`config.mk`:
```
export PLATFORM = sky130hd
export DESIGN_NAME = dynamic_multi_bit_sreg_v2_flat
export DESIGN_NICKNAME = d
export VERILOG_FILES = /design/src/rtl/dynamic_multi_bit_sreg_v2_pkg.sv /design/src/rtl/dynamic_multi_bit_sreg_v2_if.sv /design/src/rtl/dynamic_multi_bit_sreg_v2_bit.sv /design/src/rtl/dynamic_multi_bit_sreg_v2.sv /design/src/flat_wrapper.sv
export SDC_FILE = /design/constraint.sdc
export NUM_CORES = 1
export LEC_CHECK = 0
export ABC_AREA = 0
export BUFFER_PORTS_ARGS = -buffer_cell sky130_fd_sc_hd__buf_2
export CORE_ASPECT_RATIO = 2
export CORE_UTILIZATION = 53
export DETAILED_ROUTE_END_ITERATION = 8
export PLACE_DENSITY_LB_ADDON = 0.25
export SYNTH_ARGS = -nofsm -noshare
export SYNTH_HDL_FRONTEND = slang
export SYNTH_SLANG_ARGS = --single-unit
export TNS_END_PERCENT = 5
```
`constraint.sdc`:
```
create_clock -name clk -period 1.2 [get_ports clk]
set_clock_uncertainty 0.05 [all_clocks]
set_input_delay 0.12 -clock clk [delete_from_list [all_inputs] [get_ports clk]]
set_output_delay 0.12 -clock clk [all_outputs]
set_load 0.1 [all_outputs]
```
`src/rtl/dynamic_multi_bit_sreg_v2_pkg.sv`:
```
// Shared sizing helpers for the programmable-delay shift register.
package sreg_pkg;

    // Width of the depth select; never narrower than one bit.
    function automatic int sreg_dw(input int max_depth);
        int w;
        w = $clog2(max_depth);
        return (w < 1) ? 1 : w;
    endfunction

    // Width of the fill counter, which must be able to hold max_depth itself.
    function automatic int sreg_fw(input int max_depth);
        return $clog2(max_depth + 1);
    endfunction

endpackage

```
`src/rtl/dynamic_multi_bit_sreg_v2_if.sv`:
```
// Data/control bundle between a stream source and the delay line.
interface dynamic_multi_bit_sreg_v2_if
    import sreg_pkg::*;
#(
    parameter int WIDTH     = 4,
    parameter int MAX_DEPTH = 16
);
    localparam int DW = sreg_dw(MAX_DEPTH);

    logic             ce;
    logic             flush;
    logic [DW-1:0]    depth_sel;
    logic [WIDTH-1:0] si;
    logic [WIDTH-1:0] so;
    logic             so_valid;

    modport master (
        output ce, flush, depth_sel, si,
        input  so, so_valid
    );

    modport slave (
        input  ce, flush, depth_sel, si,
        output so, so_valid
    );
endinterface

```
`src/rtl/dynamic_multi_bit_sreg_v2_bit.sv`:
```
// One bit lane of the delay line: unreset storage plus its tap mux.
// Storage is deliberately left without reset so it maps onto SRL primitives.
module dynamic_single_bit_sreg_v2
    import sreg_pkg::*;
#(
    parameter int    MAX_DEPTH     = 16,
    parameter string SRL_STYLE_VAL = "srl"
) (
    input  logic                          clk,
    input  logic                          ce,
    input  logic                          si,
    input  logic [sreg_dw(MAX_DEPTH)-1:0] addr,
    output logic                          q
);
    (* srl_style = SRL_STYLE_VAL *) logic [MAX_DEPTH-1:0] sr;

    // Shift toward higher stages on each enabled edge.
    always_ff @(posedge clk) begin
        if (ce) begin
            sr <= {sr[MAX_DEPTH-2:0], si};
        end
    end

    // addr arrives already clamped to MAX_DEPTH-1 by the parent.
    assign q = sr[addr];
endmodule

```
`src/rtl/dynamic_multi_bit_sreg_v2.sv`:
```
// Multi-bit programmable delay line with fill tracking, flush and optional
// output register. Delay is depth_sel+1 enabled cycles (+1 clk when OREG=1).
module dynamic_multi_bit_sreg_v2
    import sreg_pkg::*;
#(
    parameter int    WIDTH         = 4,
    parameter int    MAX_DEPTH     = 16,
    parameter string SRL_STYLE_VAL = "srl",
    parameter int    OREG          = 1
) (
    input  logic                     clk,
    input  logic                     rst_n,
    dynamic_multi_bit_sreg_v2_if.slave bus
);
    localparam int DW = sreg_dw(MAX_DEPTH);
    localparam int FW = sreg_fw(MAX_DEPTH);
    localparam logic [FW-1:0] FILL_MAX = FW'(MAX_DEPTH);
    localparam logic [DW-1:0] LAST_SEL = DW'(MAX_DEPTH - 1);

    logic [DW-1:0]    eff_sel;
    logic [FW-1:0]    fill;
    logic [WIDTH-1:0] tap;
    logic             tap_valid;

    // Selects past the last stage (non-power-of-2 depths) fall back to it.
    always_comb begin
        eff_sel = bus.depth_sel;
        if (int'(bus.depth_sel) >= MAX_DEPTH) begin
            eff_sel = LAST_SEL;
        end
    end

    for (genvar i = 0; i < WIDTH; i++) begin : g_bit
        dynamic_single_bit_sreg_v2 #(
            .MAX_DEPTH     (MAX_DEPTH),
            .SRL_STYLE_VAL (SRL_STYLE_VAL)
        ) u_lane (
            .clk  (clk),
            .ce   (bus.ce),
            .si   (bus.si[i]),
            .addr (eff_sel),
            .q    (tap[i])
        );
    end

    // Count words written since reset/flush; a word shifted during flush counts.
    always_ff @(posedge clk or negedge rst_n) begin
        if (!rst_n) begin
            fill <= '0;
        end else if (bus.flush) begin
            fill <= bus.ce ? FW'(1) : '0;
        end else if (bus.ce && (fill < FILL_MAX)) begin
            fill <= fill + 1'b1;
        end
    end

    // Valid follows depth_sel live: storage is never cleared, so no refill needed.
    assign tap_valid = (fill > FW'(eff_sel));

    if (OREG != 0) begin : g_oreg
        logic [WIDTH-1:0] so_q;
        logic             so_valid_q;

        // Output stage runs every clk so depth changes land on the next edge.
        always_ff @(posedge clk or negedge rst_n) begin
            if (!rst_n) begin
                so_q       <= '0;
                so_valid_q <= 1'b0;
            end else begin
                so_q       <= tap;
                so_valid_q <= tap_valid;
            end
        end

        assign bus.so       = so_q;
        assign bus.so_valid = so_valid_q;
    end else begin : g_comb
        assign bus.so       = tap;
        assign bus.so_valid = tap_valid;
    end
endmodule

```
`src/flat_wrapper.sv`:
```
// flat-port wrapper written by rule: the top's interface ports become plain ports
module dynamic_multi_bit_sreg_v2_flat import sreg_pkg::*;
#(
    parameter int    WIDTH         = 4,
    parameter int    MAX_DEPTH     = 16,
    parameter string SRL_STYLE_VAL = "   ",
    parameter int    OREG          = 1
)
  (clk, rst_n, bus_ce, bus_flush, bus_depth_sel, bus_si, bus_so, bus_so_valid);
  dynamic_multi_bit_sreg_v2_if #(.WIDTH(WIDTH), .MAX_DEPTH(MAX_DEPTH)) bus_i ();
  input  logic clk;
  input  logic rst_n;
  input wire logic [$bits(bus_i.ce)-1:0] bus_ce;
  input wire logic [$bits(bus_i.flush)-1:0] bus_flush;
  input wire logic [$bits(bus_i.depth_sel)-1:0] bus_depth_sel;
  input wire logic [$bits(bus_i.si)-1:0] bus_si;
  output wire logic [$bits(bus_i.so)-1:0] bus_so;
  output wire logic [$bits(bus_i.so_valid)-1:0] bus_so_valid;
  assign bus_i.ce = bus_ce;
  assign bus_i.flush = bus_flush;
  assign bus_i.depth_sel = bus_depth_sel;
  assign bus_i.si = bus_si;
  assign bus_so = bus_i.so;
  assign bus_so_valid = bus_i.so_valid;
  dynamic_multi_bit_sreg_v2 #(.WIDTH(WIDTH), .MAX_DEPTH(MAX_DEPTH), .SRL_STYLE_VAL(SRL_STYLE_VAL), .OREG(OREG)) u_core (.clk(clk), .rst_n(rst_n), .bus(bus_i));
endmodule
```
# Word-level counts from Yosys, hierarchy flattened
# Cells that the tools add are included.
totals:
  in_bits: 12
  ramBits: 0
  latchBits: 0
  rom_bits: 0
  reg_bits: 74
  mem_count: 0
classes:
  shifts: 0
  n_eq_ne: 0
  n_bitwise: 0
  n_reduce_logical: 2
  n_mux: 11
  n_addsub: 1
  multipliers: 0
  order_cmp: 3
  div_mod_pow: 0
op_table:
  columns: ["cell", "n"]
  rows:
  - ["$bmux 1 s4", 4]
  - ["$mux 5", 2]
  - ["$add 5x1->5 const B", 1]
  - ["$gt 5x4->1", 1]
  - ["$lt 4x5->1 const B", 1]
  - ["$lt 5x5->1 const B", 1]
  - ["$mux 1", 5]
  - ["$reduce_bool 2->1", 1]
  - ["$logic_and 1x1->1", 1]

# Longest topological paths before layout
depth:
  depth_word: 4
  ltp_mapped: 7

# By module
# From an unflattened synthesis, not the netlist that was laid out.
hier_totals:
  hier_cells: 134
  area_unflattened_um2: 2930.3
by_module_without_submodules:
  columns: ["mod", "seq_area_each_um2", "area_each_um2", "n_inst", "cells_each"]
  rows:
  - ["dynamic_single_bit_sreg_v2", 480.5, 615.6, 4, 23]
  - ["dynamic_multi_bit_sreg_v2", 250.2, 467.9, 1, 42]

# Worst setup path after synthesis
# OpenSTA, ideal clock, no wires.
synth_timing:
  path_kind: "input to register"
  start: "input bus_depth_sel[1]"
  end: "register u_core.g_oreg.so_valid_q (netlist: u_core.bus.so_valid)"
  path_buffers: 2
  t_required_ps: 1022
  path_slack_ps: -140
  setup_ps: 128
  arrival_ps: 1162
  path_stages: 7
  cell_sequence: "buf_2 buf_2 inv_1 ha_1 a21o_1 a21oi_1 o21ai_0"
synth_between:
  elab_chain_len: 1
synth_rtl:
  columns: ["element", "line", "rtl"]
  rows:
  - ["start, declared", "flat_wrapper.sv:15", "input wire logic [$bits(bus_i.depth_sel)-1:0] bus_depth_sel;"]
  - ["$gt 5x4->1", "dynamic_multi_bit_sreg_v2.sv:58", "assign tap_valid = (fill > FW'(eff_sel));"]
  - ["via u_core.tap_valid", "dynamic_multi_bit_sreg_v2.sv:23", "logic tap_valid;"]
  - ["end signal, assigned", "dynamic_multi_bit_sreg_v2.sv:71", "so_valid_q <= tap_valid;"]
  - ["end, declared", "dynamic_multi_bit_sreg_v2.sv:62", "logic so_valid_q;"]
# The timed path passes the listed nets, and every way through them passes these cells.
# A chain may end at the register's enable or synchronous reset.

# Worst setup path after layout
layout_timing:
  start: "register u_core.g_bit[1].u_lane.sr[3]"
  end: "register u_core.g_oreg.so_q[1] (netlist: u_core.bus.so[1])"
layout_between:
  elab_chain_len: 2
layout_rtl:
  columns: ["element", "line", "rtl"]
  rows:
  - ["start, declared", "dynamic_multi_bit_sreg_v2_bit.sv:15", "(* srl_style = SRL_STYLE_VAL *) logic [MAX_DEPTH-1:0] sr;"]
  - ["start signal, assigned", "dynamic_multi_bit_sreg_v2_bit.sv:20", "sr <= {sr[MAX_DEPTH-2:0], si};"]
  - ["$bmux 1 s4", "dynamic_multi_bit_sreg_v2_bit.sv:25", "assign q = sr[addr];"]
  - ["$mux 1 (not written as such)", "dynamic_multi_bit_sreg_v2_bit.sv:25", null]
  - ["via u_core.g_bit[1].u_lane.q", "dynamic_multi_bit_sreg_v2_bit.sv:13", "output logic q"]
  - ["end signal, assigned", "dynamic_multi_bit_sreg_v2.sv:70", "so_q <= tap;"]
  - ["end, declared", "dynamic_multi_bit_sreg_v2.sv:61", "logic [WIDTH-1:0] so_q;"]
# The timed path passes the listed nets, and every way through them passes these cells. The select of a mux whose other input is x is not followed.

==> out/results.tsv <==
metric	value	unit
placed_cells	249	
layout-area-overhead-vs-synth	26.3	%
peakVddDrop	1.21	mV
wl	5370	µm
avgViaCountPerCell	5.84	
nFillCells	348	
cts_sinks	74	
diodes	0	
synth-seq-cells	74	
relSlewSlack	69.5	%
fin_util	68.9	%
drtIter0Drc	65	
cts_buffers	9	
clkTransAtPathRegs	0.07	ns
synth_area_leaders	edfxtp_1, mux4_1, dfrtp_1	
violations	setup timing	
synth_area_leader_cell	edfxtp_1	
syn_inst	145	
rsz0062_at_grt	yes	
setup_viol	6	
ys_seq_area_share	74.1	%
crit_path_start_kind	register	
max_freq	746	MHz
antenna_found_initial	0	
status	finished with violations	
grt_first_pass_wirelength	8170	µm
whs	0.110	ns
period_share	112	%
clkLatencyLatePin	0.34	ns
min_path_type	in -> async	
async_flop_share	13.5	%
gp_congestion	0.805	
yosysMostFrequentCell	edfxtp_1	
design.die.area	0.00585	mm²
die_h	107	µm
coreArea	0.00537	mm²
drc	0	
gr-usage-met1	24.5	%
die_x	54.6	µm
via_count	1636	
crit_start	u_core.g_bit[1].u_lane.sr[3]$_DFFE_PP_	
required	1.37	ns
netlist_area	0.00293	mm²
synth_common_cells	edfxtp_1, mux4_1, dfrtp_1	
grtUsageMet2	33.0	%
synth_area_per_cell	20.2	µm²
hold_viol	0	
crit_fanout	2	
switching_power	1.29	mW
synthFlopType	edfxtp_1	
crit_type	reg -> reg	
p_seq_share	56.7	%
internal_power	4.13	mW
cts-root-buf	clkbuf_8	
yosysWarnings	0	
fin_tns_setup	-0.699	ns
htreeDepth	3	
grt_pass1_vias	1659	
combPwrFrac	13.3	%
io_pins	17	
endpoint_kind	register	
p_sw_share	23.7	%
worst_ep_arrival_time	1.51	ns
final_nets	232	
worst_slack	-0.141	ns
ff2ff_path_depth	3	
drive_above_1_share	39.5	%
ys_types	23	
layoutNonFillerInstCount	280	
dpl.hpwl	3570	µm
port_buffers	16	
cts_buffer_depth	2	
grt_usage	21.5	%
initial_core_util	54.5	%
leakagePower	1.44	nW
cap_violations	0	
synth_top_area_share	65.6	%
p_clk_share	30.0	%
antenna_left	0	
rrSetupSlack	-0.14	ns
cts_tree	done	
synth_nets	162	
grt-busiest-layer	met2	
timing.rr.end	u_core.bus.so[1]$_DFF_PN0_	
min_period	1.34	ns
drtPass1Iterations	4	
grtUsageMet3	8.09	%
cp-endpoint	u_core.bus.so[1]$_DFF_PN0_	
synth-edff-count	64	
p_per_area	1460	mW/mm²
grt_max_degree	49	
grt-ovfl-total	0	
tightest_slew	0.456	ns
avgRoutedWirePerCell	19.2	µm
num_rows	38	
crit-reg2reg-launch	u_core.g_bit[1].u_lane.sr[3]$_DFFE_PP_	
slew_violations	0	
==> layout by cell type, fill, tap and decap left out, types with 2 or more instances in the layout <==
cell type,netlist,final
edfxtp_1,64,64
buf_4,0,39
buf_2,2,11
clkbuf_8,0,10
mux4_1,14,9
nand3_1,8,8
dfrtp_1,10,8
nor2_1,7,7
mux4_2,2,7
buf_12,1,7
nand2_1,6,6
dlygate4sd3_1,0,6
clkbuf_1,0,5
inv_1,5,4
a22oi_2,0,4
ha_1,5,3
nand4_1,2,2
a21oi_2,0,2
o21ai_0,3,2
dfrtp_2,0,2
==> area by class of cell <==
type                    instances  area (µm²)  area share [%]
clock buffers                  15         156            4.22
clock inverters                 1        5.00           0.135
inverters                       5        18.8           0.507
multi-input cells              62         724            19.6
flip-flops and latches         74        2170            58.7
well taps                      60        75.1            2.03
repair buffers                 63         548            14.8
==> how the worst min path moves through the flow <==
stage                                         end  startpoint  cells past startpoint  slack, ns
global placement       u_core.fill[3]$_DFFE_PN0P_       rst_n                      1      -0.06
CTS                    u_core.fill[0]$_DFFE_PN0P_      bus_ce                      3       0.08
floorplan              u_core.bus.so[0]$_DFF_PN0_       rst_n                      0      -0.23
detailed placement     u_core.fill[4]$_DFFE_PN0P_       rst_n                      1      -0.06
global route        u_core.bus.so_valid$_DFF_PN0_       rst_n                      2       0.13
finish                 u_core.fill[3]$_DFFE_PN0P_       rst_n                      2       0.11
==> what timing repair did <==
item | 4_1_cts | 5_1_grt
resized for setup | 5 | 9
setup endpoints to repair | 7 | 7
gates cloned | 0 | 0
endpoints found under the hold margin | 18 | 0
hold buffers | 6 | 0
buffers inserted | 4 | 5
pin swaps | 1 | 2
==> registers in the layout, summed over array words and instances (netlist names) <==
signal                  count
u_core.bus.so_valid         1
u_core.g_bit.u_lane.sr     64
u_core.bus.so               4
u_core.fill                 5
==> power by group through the flow <==
stage	Combinational [mW]	Clock [mW]	Sequential [mW]
after CTS	0.698	1.68	3.07
after global placement	0.640	0	3.11
after global routing	0.766	1.77	3.09
after floorplan	0.205	0	3.24
after detailed placement	0.660	0	3.13
final	0.721	1.63	3.08
==> routing by layer <==
layer / vias up / routed length (µm)
li1: 730 / -
met1: 841 / 2090
met2: 51 / 2880
met3: 14 / 251
met4: 0 / 155
met5: - / 0
==> worst max-delay path, stage by stage, from the launching register on <==
cell and delay (ns):
edfxtp_1 0.40, mux4_2 0.51, a22oi_2 0.18, nand3_1 0.09
==> kinds of logic (layout without fill, tap and decap cells) <==
logic type,count (synthesis),count (layout),synth area share [%]
and+or+nand+nor,26,26,4.10
muxes,17,17,14.4
buffers and inverters,9,84,2.05
AOI/OAI and AO/OA,13,13,2.86
DFF,74,74,74.1
xor gates and xnor gates,1,1,0.299
adders and majority gates,5,5,2.13
==> per-stage QoR <==
step / setup slack (ns) / instance area [µm²] / power, mW
3_5_place_dp: -0.234 / 3370 / 3.79
5_1_grt: -0.188 / 3700 / 5.63
3_3_place_gp: -0.221 / 3370 / 3.75
4_1_cts: -0.134 / 3630 / 5.45
6_report: -0.141 / 3700 / 5.42
2_1_floorplan: -0.0401 / 2930 / 3.44
Power figures use the tool's default switching activity.
